===== src/rtl/axil_pkg.sv =====
// Shared response codes and address-decode helper for the AXI4-Lite register file.
package axil_pkg;

  localparam logic [1:0] RESP_OKAY   = 2'b00;
  localparam logic [1:0] RESP_SLVERR = 2'b10;

  // Number of byte-offset address bits below the register index.
  function automatic int idx_lsb(input int data_width);
    return $clog2(data_width / 8);
  endfunction

endpackage


===== src/rtl/axil_hold_slot.sv =====
// One-deep valid/data holder: accepts a beat whenever empty and keeps it until cleared.
module axil_hold_slot #(
  parameter int W = 8
) (
  input  logic         clk,
  input  logic         reset,
  input  logic         valid,
  output logic         ready,
  input  logic [W-1:0] data_in,
  input  logic         clear,
  output logic         held,
  output logic [W-1:0] data
);

  assign ready = !held;

  // Clear only ever arrives while held, and a fill only while empty, so they never collide.
  always_ff @(posedge clk) begin
    if (reset) begin
      held <= 1'b0;
      data <= '0;
    end else if (clear) begin
      held <= 1'b0;
    end else if (valid && !held) begin
      held <= 1'b1;
      data <= data_in;
    end
  end

endmodule


===== src/rtl/axil_regfile.sv =====
// AXI4-Lite slave register file with independent AW/W acceptance, read-only status
// registers, out-of-range SLVERR and per-register write pulses.
module axil_regfile
  import axil_pkg::*;
#(
  parameter int                    DATA_WIDTH = 32,
  parameter int                    NUM_REGS   = 16,
  parameter int                    ADDR_WIDTH = 7,
  parameter logic [NUM_REGS-1:0]   RO_MASK    = '0,
  parameter logic [DATA_WIDTH-1:0] RESET_VAL  = '0
) (
  input  logic                           S_AXI_ACLK,
  input  logic                           S_AXI_ARESET,
  input  logic [ADDR_WIDTH-1:0]          S_AXI_AWADDR,
  input  logic [2:0]                     S_AXI_AWPROT,
  input  logic                           S_AXI_AWVALID,
  output logic                           S_AXI_AWREADY,
  input  logic [DATA_WIDTH-1:0]          S_AXI_WDATA,
  input  logic [DATA_WIDTH/8-1:0]        S_AXI_WSTRB,
  input  logic                           S_AXI_WVALID,
  output logic                           S_AXI_WREADY,
  output logic [1:0]                     S_AXI_BRESP,
  output logic                           S_AXI_BVALID,
  input  logic                           S_AXI_BREADY,
  input  logic [ADDR_WIDTH-1:0]          S_AXI_ARADDR,
  input  logic [2:0]                     S_AXI_ARPROT,
  input  logic                           S_AXI_ARVALID,
  output logic                           S_AXI_ARREADY,
  output logic [DATA_WIDTH-1:0]          S_AXI_RDATA,
  output logic [1:0]                     S_AXI_RRESP,
  output logic                           S_AXI_RVALID,
  input  logic                           S_AXI_RREADY,
  output logic [NUM_REGS*DATA_WIDTH-1:0] reg_out,
  input  logic [NUM_REGS*DATA_WIDTH-1:0] reg_in,
  output logic [NUM_REGS-1:0]            wr_pulse
);

  localparam int STRB_W = DATA_WIDTH / 8;
  localparam int LSB    = idx_lsb(DATA_WIDTH);
  localparam int IDXW   = ADDR_WIDTH - LSB;

  logic [DATA_WIDTH-1:0] regs [NUM_REGS];

  logic                   aw_held;
  logic                   w_held;
  logic [IDXW-1:0]        aw_idx;
  logic [DATA_WIDTH-1:0]  w_data;
  logic [STRB_W-1:0]      w_strb;
  logic                   commit;
  logic                   aw_in_range;

  logic [IDXW-1:0]        ar_idx;
  logic                   ar_hs;
  logic                   ar_in_range;
  logic [DATA_WIDTH-1:0]  rd_word;

  logic                   unused_ok;

  assign unused_ok = ^{S_AXI_AWPROT, S_AXI_ARPROT, S_AXI_AWADDR, S_AXI_ARADDR, reg_in};

  axil_hold_slot #(.W(IDXW)) u_aw_slot (
    .clk     (S_AXI_ACLK),
    .reset   (S_AXI_ARESET),
    .valid   (S_AXI_AWVALID),
    .ready   (S_AXI_AWREADY),
    .data_in (S_AXI_AWADDR[ADDR_WIDTH-1:LSB]),
    .clear   (commit),
    .held    (aw_held),
    .data    (aw_idx)
  );

  axil_hold_slot #(.W(DATA_WIDTH + STRB_W)) u_w_slot (
    .clk     (S_AXI_ACLK),
    .reset   (S_AXI_ARESET),
    .valid   (S_AXI_WVALID),
    .ready   (S_AXI_WREADY),
    .data_in ({S_AXI_WSTRB, S_AXI_WDATA}),
    .clear   (commit),
    .held    (w_held),
    .data    ({w_strb, w_data})
  );

  assign commit      = aw_held && w_held && (!S_AXI_BVALID || S_AXI_BREADY);
  assign aw_in_range = {{(32-IDXW){1'b0}}, aw_idx} < 32'(NUM_REGS);

  // Read-only registers keep their storage at RESET_VAL; only the mask decides what a read sees.
  always_ff @(posedge S_AXI_ACLK) begin
    if (S_AXI_ARESET) begin
      for (int i = 0; i < NUM_REGS; i++) regs[i] <= RESET_VAL;
      wr_pulse     <= '0;
      S_AXI_BVALID <= 1'b0;
      S_AXI_BRESP  <= RESP_OKAY;
    end else begin
      wr_pulse <= '0;
      if (commit) begin
        S_AXI_BVALID <= 1'b1;
        S_AXI_BRESP  <= aw_in_range ? RESP_OKAY : RESP_SLVERR;
        for (int i = 0; i < NUM_REGS; i++) begin
          if (aw_idx == IDXW'(i) && !RO_MASK[i]) begin
            wr_pulse[i] <= 1'b1;
            for (int b = 0; b < STRB_W; b++) begin
              if (w_strb[b]) regs[i][b*8 +: 8] <= w_data[b*8 +: 8];
            end
          end
        end
      end else if (S_AXI_BREADY) begin
        S_AXI_BVALID <= 1'b0;
      end
    end
  end

  for (genvar g = 0; g < NUM_REGS; g++) begin : g_flat
    assign reg_out[g*DATA_WIDTH +: DATA_WIDTH] = regs[g];
  end

  assign ar_idx        = S_AXI_ARADDR[ADDR_WIDTH-1:LSB];
  assign ar_in_range   = {{(32-IDXW){1'b0}}, ar_idx} < 32'(NUM_REGS);
  assign S_AXI_ARREADY = !S_AXI_RVALID;
  assign ar_hs         = S_AXI_ARVALID && !S_AXI_RVALID;

  // Indices past NUM_REGS match nothing and fall through to zero.
  always_comb begin
    rd_word = '0;
    for (int i = 0; i < NUM_REGS; i++) begin
      if (ar_idx == IDXW'(i)) rd_word = RO_MASK[i] ? reg_in[i*DATA_WIDTH +: DATA_WIDTH] : regs[i];
    end
  end

  always_ff @(posedge S_AXI_ACLK) begin
    if (S_AXI_ARESET) begin
      S_AXI_RVALID <= 1'b0;
      S_AXI_RRESP  <= RESP_OKAY;
      S_AXI_RDATA  <= '0;
    end else if (ar_hs) begin
      S_AXI_RVALID <= 1'b1;
      S_AXI_RDATA  <= rd_word;
      S_AXI_RRESP  <= ar_in_range ? RESP_OKAY : RESP_SLVERR;
    end else if (S_AXI_RREADY) begin
      S_AXI_RVALID <= 1'b0;
    end
  end

endmodule


===== config.mk =====
export PLATFORM = sky130hd
export DESIGN_NAME = axil_regfile
export DESIGN_NICKNAME = d
export VERILOG_FILES = /design/src/rtl/axil_pkg.sv /design/src/rtl/axil_hold_slot.sv /design/src/rtl/axil_regfile.sv
export SDC_FILE = /design/constraint.sdc
export NUM_CORES = 1
export LEC_CHECK = 0
export BUFFER_PORTS_ARGS = -buffer_cell sky130_fd_sc_hd__buf_2
export CAP_MARGIN = 25
export CELL_PAD_IN_SITES_DETAIL_PLACEMENT = 2
export CELL_PAD_IN_SITES_GLOBAL_PLACEMENT = 2
export CORE_AREA = 2 2 443 445
export CTS_CLUSTER_DIAMETER = 120
export DETAILED_ROUTE_END_ITERATION = 7
export DIE_AREA = 0 0 445 447
export GPL_ROUTABILITY_DRIVEN = 0
export PLACE_DENSITY = 0.41
export SYNTH_ARGS = -nofsm -noshare
export SYNTH_HDL_FRONTEND = slang
export SYNTH_SLANG_ARGS = --single-unit

===== constraint.sdc =====
create_clock -name S_AXI_ACLK -period 2.48 [get_ports S_AXI_ACLK]
set_clock_uncertainty 0.1 [all_clocks]
set_input_delay 0.124 -clock S_AXI_ACLK [delete_from_list [all_inputs] [get_ports S_AXI_ACLK]]
set_output_delay 0.124 -clock S_AXI_ACLK [all_outputs]
set_load 0.02 [all_outputs]

Word level (Yosys, flattened, before mapping)
Memory sizes are Yosys's and may differ from the RTL's.
Index checks and enable logic that the tools add are counted.
{"block": "classes", "mux": 364, "n_reduce_logical": 18, "magnitude_cmp": 2, "n_eq_ne": 30, "bitwise_logic": 65}
{"operator": "two-way mux 32 bit", "n": 16}
{"operator": "two-way mux 8 bit", "n": 64}
{"operator": "two-way mux 1 bit", "n": 282}
{"operator": "equality test 5 x 4 -> 1 bit (second input constant)", "n": 16}
{"operator": "bitwise OR 1 bit", "n": 64}
{"operator": "equality test 5 x 3 -> 1 bit (second input constant)", "n": 8}
{"operator": "equality test 5 x 2 -> 1 bit (second input constant)", "n": 4}
{"operator": "equality test 5 x 1 -> 1 bit (second input constant)", "n": 2}
{"operator": "zero test 5 bit", "n": 2}
{"operator": "< comparator 5 bit (second input constant)", "n": 2}
{"operator": "logical AND 1 bit", "n": 5}
{"operator": "zero test 1 bit", "n": 4}
{"operator": "two-way mux 2 bit", "n": 2}
{"operator": "AND reduction 2 bit", "n": 2}
{"operator": "nonzero test 2 bit", "n": 2}
{"operator": "OR reduction 2 bit", "n": 2}
{"operator": "logical OR 1 bit", "n": 1}
{"operator": "NOT 1 bit", "n": 1}
{"block": "word_totals", "wordCells": 490, "in_bits": 575, "ramBits": 512, "n_memories": 1, "reg_bits": 97}
{"name": "regs", "words": 16, "word_bits": 32, "read_ports": 16, "rd_clocked_by_memory_dff": 0, "wr": 16, "line_no": "axil_regfile.sv:42", "text": "logic [DATA_WIDTH-1:0] regs [NUM_REGS];"}

Logic depth before layout (Yosys ltp)
{"block": "depth", "depth_word": 17, "ltp_mapped": 9}

By module
From an unflattened synthesis, not the netlist that was laid out.
{"block": "unflattened", "cells_unflattened": 2265, "area_unflattened_um2": 26362.8}
{"mod": "axil_regfile", "seq_area_each_um2": 16415.7, "area_per_inst_um2": 24415.9, "n_inst": 1, "cells_per_inst": 2078}
{"mod": "axil_hold_slot at u_w_slot", "seq_area_each_um2": 740.7, "area_per_inst_um2": 1679.1, "n_inst": 1, "cells_per_inst": 161}
{"mod": "axil_hold_slot at u_aw_slot", "seq_area_each_um2": 120.1, "area_per_inst_um2": 267.8, "n_inst": 1, "cells_per_inst": 26}

Worst setup path after synthesis
No wires, ideal clock.
{"block": "synth_path", "kind": "reg-to-reg", "from": "register S_AXI_BVALID", "to": "memory regs[11][4] (netlist: regs[1][100]), enable pin", "arrival_ns": 1.806, "setup_ns": 0.384, "required_ns": 1.996, "stages_incl_launch_ff": 6, "n_path_buf": 1, "path_slack_ns": 0.190, "cell_sequence": "dfxtp_1 > nand2b_1 > nor2b_1 > clkbuf_1 > nand2_1 > o21ai_0"}
{"element": "start, declared", "line_no": "axil_regfile.sv:23", "text": "output logic S_AXI_BVALID,"}
{"element": "start signal, assigned", "line_no": "axil_regfile.sv:91", "text": "S_AXI_BVALID <= 1'b0;"}
{"element": "start signal, assigned", "line_no": "axil_regfile.sv:96", "text": "S_AXI_BVALID <= 1'b1;"}
{"element": "start signal, assigned", "line_no": "axil_regfile.sv:107", "text": "S_AXI_BVALID <= 1'b0;"}
{"element": "end, declared", "line_no": "axil_regfile.sv:42"}

Worst setup path after layout
{"block": "layout_path", "from": "input port S_AXI_ARADDR[6]", "to": "register S_AXI_RDATA[2]"}
{"block": "layout_between", "elab_chain_len": 17, "elab_cells_between_ends": 32, "cone_classes": "eq/ne: 15; mux: 16; reduce/logical: 1"}
{"element": "start, declared", "line_no": "axil_regfile.sv:25", "text": "input logic [ADDR_WIDTH-1:0] S_AXI_ARADDR,"}
{"element": "zero test 5 bit", "line_no": "axil_regfile.sv:125", "text": "if (ar_idx == IDXW'(i)) rd_word = RO_MASK[i] ? reg_in[i*DATA_WIDTH +: DATA_WIDTH] : regs[i];"}
{"element": "two-way mux 32 bit (15 in a row)", "line_no": "axil_regfile.sv:125"}
{"element": "two-way mux 32 bit (*)", "line_no": "axil_regfile.sv:125"}
{"element": "end signal, assigned", "line_no": "axil_regfile.sv:136", "text": "S_AXI_RDATA <= rd_word;"}
{"element": "end, declared", "line_no": "axil_regfile.sv:29", "text": "output logic [DATA_WIDTH-1:0] S_AXI_RDATA,"}
Mark *: on every way between the ends. The rest lies on a longest branch, timed or not.
A chain may end at the register's enable or synchronous reset.

==> summary.txt <==
Floorplanning
  – Total Die Area: 198900 µm²
  – Core area: between 150000 and 200000 µm²
  – Die Y: about 450 µm
  – Die Width: 445 µm
  – Rows: ~160
  – Initial Util: 0.1336
  – Number of I/O pins: between 1k and 1.5k

Pwr
  – Maximum VDD drop: about 0.00052 V
  – Tot Pwr: 27.93 mW
  – Leak: 15.69 nW
  – Pwr/cell area: between 700 and 800 nW/µm²

Synth
  – Synth Area in Simple Gates: 0.1562
  – FF+latch count, synth: 607
  – Mapped cell area: 25940 µm²
  – Adder-cell share of the synthesized area: 0
  – Top_reg_cell synth: edfxtp_1
  – Ys async rst share: 0
  – Largest family of logic cells by synthesized area: simple AND/OR/NAND/NOR gates
  – EDFF count, synth: 512
  – Post-Syn Area per Cell: between 10 and 15 µm²
  – Cells after synthesis: between 2k and 2.5k
  – Ys Warns: 0
  – Synth cell types: slightly above 80
  – Synth Area in XOR/XNOR: 0
  – Compound-Gate Fraction of Synth Area: 0.1304
  – Sequential share of the synthesized area: 0.6659
  – Post-synthesis mux area share: 0.01042

CTS
  – Clk buf depth: 3
  – CTS H-tree lvls: 3
  – TritonCTS clock tree: done
  – Clock Sinks: around 610
  – Later-pin clock latency in the skew report: 0.70 ns
  – CTS buffer count: 81
  – Root Buffer: clkbuf_16
  – CTS clk-pin slew, worst paths: approximately 0.060 ns

Timing
  – Final worst setup slack: roughly 0.12 ns
  – Actual slew at the worst max-slew pin: between 1 and 1.5 ns
  – Final hold vios: 0
  – Slew headroom: 0.2606
  – RSZ-0062 raised after global routing: false
  – Max Clk Rate: 0.4232 GHz
  – Setup Viol. Count Final: 0
  – Minimum clock period: about 2.4 ns
  – Slew Viols, Final: 0
  – Fin crit share: 0.9528

Routing
  – DRT Pass-1 Iters: 5
  – Met2 WL: between 80000 and 90000 µm
  – Vias per inst: 4.117
  – Routed len/inst: between 30 and 40 µm
  – Routed vias: ~25k
  – Met3 wire length: 11440 µm
  – Uppermost layer routed: met4
  – DRT Wirelength: roughly 200000 µm
  – Met1 wire length: around 98000 µm
  – Routed Antenna Nets: 0
  – DR iter-0 viols: 1964
  – DRC Markers: 0

Layout
  – Share of cells above drive strength 1: 0.3697
  – Fin cells: 5968
  – Number of nets in the layout: 3917
  – Layout area overhead: 52.73%
  – Fill cell count: approximately 22k
  – Commonest non-fill, non-tap cell in the layout: buf_2
  – Most frequent cells in the layout: 617 x buf_2, 512 x edfxtp_1, 429 x nor2_1

Global route
  – Global-route usage over all layers: 0.1977
  – Vias in the first global route: ~25k
  – Grt ovf: 0
  – Initial antenna violation count: 31
  – First-pass GRT wire length: ~260000 µm
  – Largest net degree at the start of global routing: 46

Run status
  – Outcome: complete, no violations

Setup path
  – Critical Path End Type: register
  – Crit path capture: S_AXI_RDATA[2]
  – Critical path origin: S_AXI_ARADDR[6]
  – Worst reg2reg endpoint: S_AXI_RDATA[21]
  – CP startpoint kind: primary input
  – WP data required: 3.03 ns
  – WP data arrival: 2.92 ns
  – CP Class: primary input to register
  – Reg2Reg Depth: 8
  – Worst r2r src: regs[0][85]
  – CP Max Fanout: 9
  – Worst reg-to-reg setup slack: ~0.12 ns

Flow run
  – Max-Cap Viols: 0

Placement
  – Final HPWL DP: about 170000 µm
  – Placed cells: roughly 5.7k
  – Pre-CTS setup slack: -0.3338 ns
  – Port bufs: between 600 and 700

Worst hold path
  – Worst min path class: primary input to register
registers in the layout, indices dropped and copies added, names as in the netlist:
| register | cells |
|---|---|
| regs | 512 |
| u_w_slot.held | 1 |
| S_AXI_BRESP | 1 |
| wr_pulse | 16 |
| u_aw_slot.held | 1 |
| u_aw_slot.data | 5 |
| u_w_slot.data | 36 |
| S_AXI_RRESP | 1 |
| S_AXI_RVALID | 1 |
| S_AXI_BVALID | 1 |
| S_AXI_RDATA | 32 |
kinds of logic (layout without fill, tap and decap cells):
group | after synthesis | after routing
AOI/OAI and AO/OA | 490 | 490
buffers and inverters | 216 | 1372
DFF | 607 | 607
muxes | 26 | 26
other | 1 | 17
and+or+nand+nor | 914 | 914
what timing repair did:
item	4_1_cts	5_1_grt
hold buffers	99	0
hold endpoints to repair	52	0
resized for setup	0	3
endpoints found under the setup margin	0	37
buffers inserted	0	4
report_power, final:
part	internal (mW)	switching [mW]
Sequential	11.5	0.513
Combinational	1.17	2.40
Clock	7.14	5.21
Total	19.8	8.12
routing by layer:
metal / up-vias / GRT usage
li1: 10503 / -
met4: 0 / 0.06468
met3: 185 / 0.03379
met2: 955 / 0.2931
met5: - / 0
met1: 12927 / 0.2878
worst min path at each step:
| stage | startpoint | to | slack [ns] | depth (start not counted) |
|---|---|---|---|---|
| after global routing | S_AXI_WDATA[30] | u_w_slot.data[30] | 0.15 | 4 |
| after CTS | S_AXI_WDATA[26] | u_w_slot.data[26] | 0.10 | 4 |
| after global placement | S_AXI_AWADDR[3] | u_aw_slot.data[1] | 0.26 | 3 |
| after detailed placement | S_AXI_WSTRB[0] | u_w_slot.data[32] | 0.28 | 3 |
| final | S_AXI_WDATA[30] | u_w_slot.data[30] | 0.15 | 4 |
| after floorplan | S_AXI_WDATA[0] | u_w_slot.data[0] | 0.16 | 2 |
metrics by stage:
| step | hold slack, ns | cell area (µm²) | setup TNS (ns) | util |
|---|---|---|---|---|
| 6_report | 0.1542 | 39630 | 0 | 0.2041 |
| 5_1_grt | 0.1486 | 39590 | 0 | 0.2039 |
| 4_1_cts | 0.1037 | 39540 | 0 | 0.2036 |
| 3_5_place_dp | 0.2769 | 35820 | -4.341 | 0.1845 |
| 3_3_place_gp | 0.2596 | 35770 | -7.212 | 0.1842 |
| 2_1_floorplan | 0.1600 | 25950 | 0 | - |
final cells by class:
| class | instances | area, µm² | area share |
|---|---|---|---|
| flip-flops and latches | 607 | 17280 | 0.4360 |
| repair buffers | 1178 | 8472 | 0.2138 |
| diodes | 15 | 37.54 | 0.0009472 |
| multi-input cells | 1432 | 7769 | 0.1960 |
| inverters | 42 | 160.2 | 0.004042 |
| clock buffers | 113 | 2291 | 0.05781 |
| well taps | 2542 | 3181 | 0.08026 |
| clock inverters | 39 | 440.4 | 0.01111 |
Yosys cell counts, types with 10 or more instances:
master | n | area share
dfxtp_1 | 95 | 0.073
nand3_1 | 31 | 0.0060
or3_1 | 14 | 0.0034
a21oi_1 | 96 | 0.019
clkbuf_1 | 99 | 0.014
o221ai_1 | 21 | 0.0071
nand2b_1 | 17 | 0.0041
a22oi_1 | 19 | 0.0055
a21boi_0 | 13 | 0.0038
and3_1 | 31 | 0.0075
buf_2 | 57 | 0.011
inv_1 | 39 | 0.0056
nor3_1 | 51 | 0.0098
edfxtp_1 | 512 | 0.59
nor2b_1 | 17 | 0.0041
o21ai_0 | 99 | 0.019
nand2_1 | 254 | 0.037
a211oi_1 | 10 | 0.0029
a22o_1 | 24 | 0.0081
a221o_1 | 19 | 0.0073
nor2_1 | 431 | 0.062
mux2i_1 | 18 | 0.0069
a2111oi_0 | 11 | 0.0037
a31oi_1 | 13 | 0.0031
o22ai_1 | 45 | 0.011
buf_4 | 10 | 0.0029
o211ai_1 | 16 | 0.0046
a221oi_1 | 17 | 0.0057
critical path, stage by stage:
cell and delay (ns):
buf_2 0.22, buf_4 0.19, dlygate4sd3_1 0.57, buf_4 0.18
and3b_1 0.24, nand2_2 0.09, buf_4 0.23, nor2_1 0.08
o311ai_0 0.61, buf_4 0.22, o211a_1 0.13
Power figures use the tool's default switching activity.
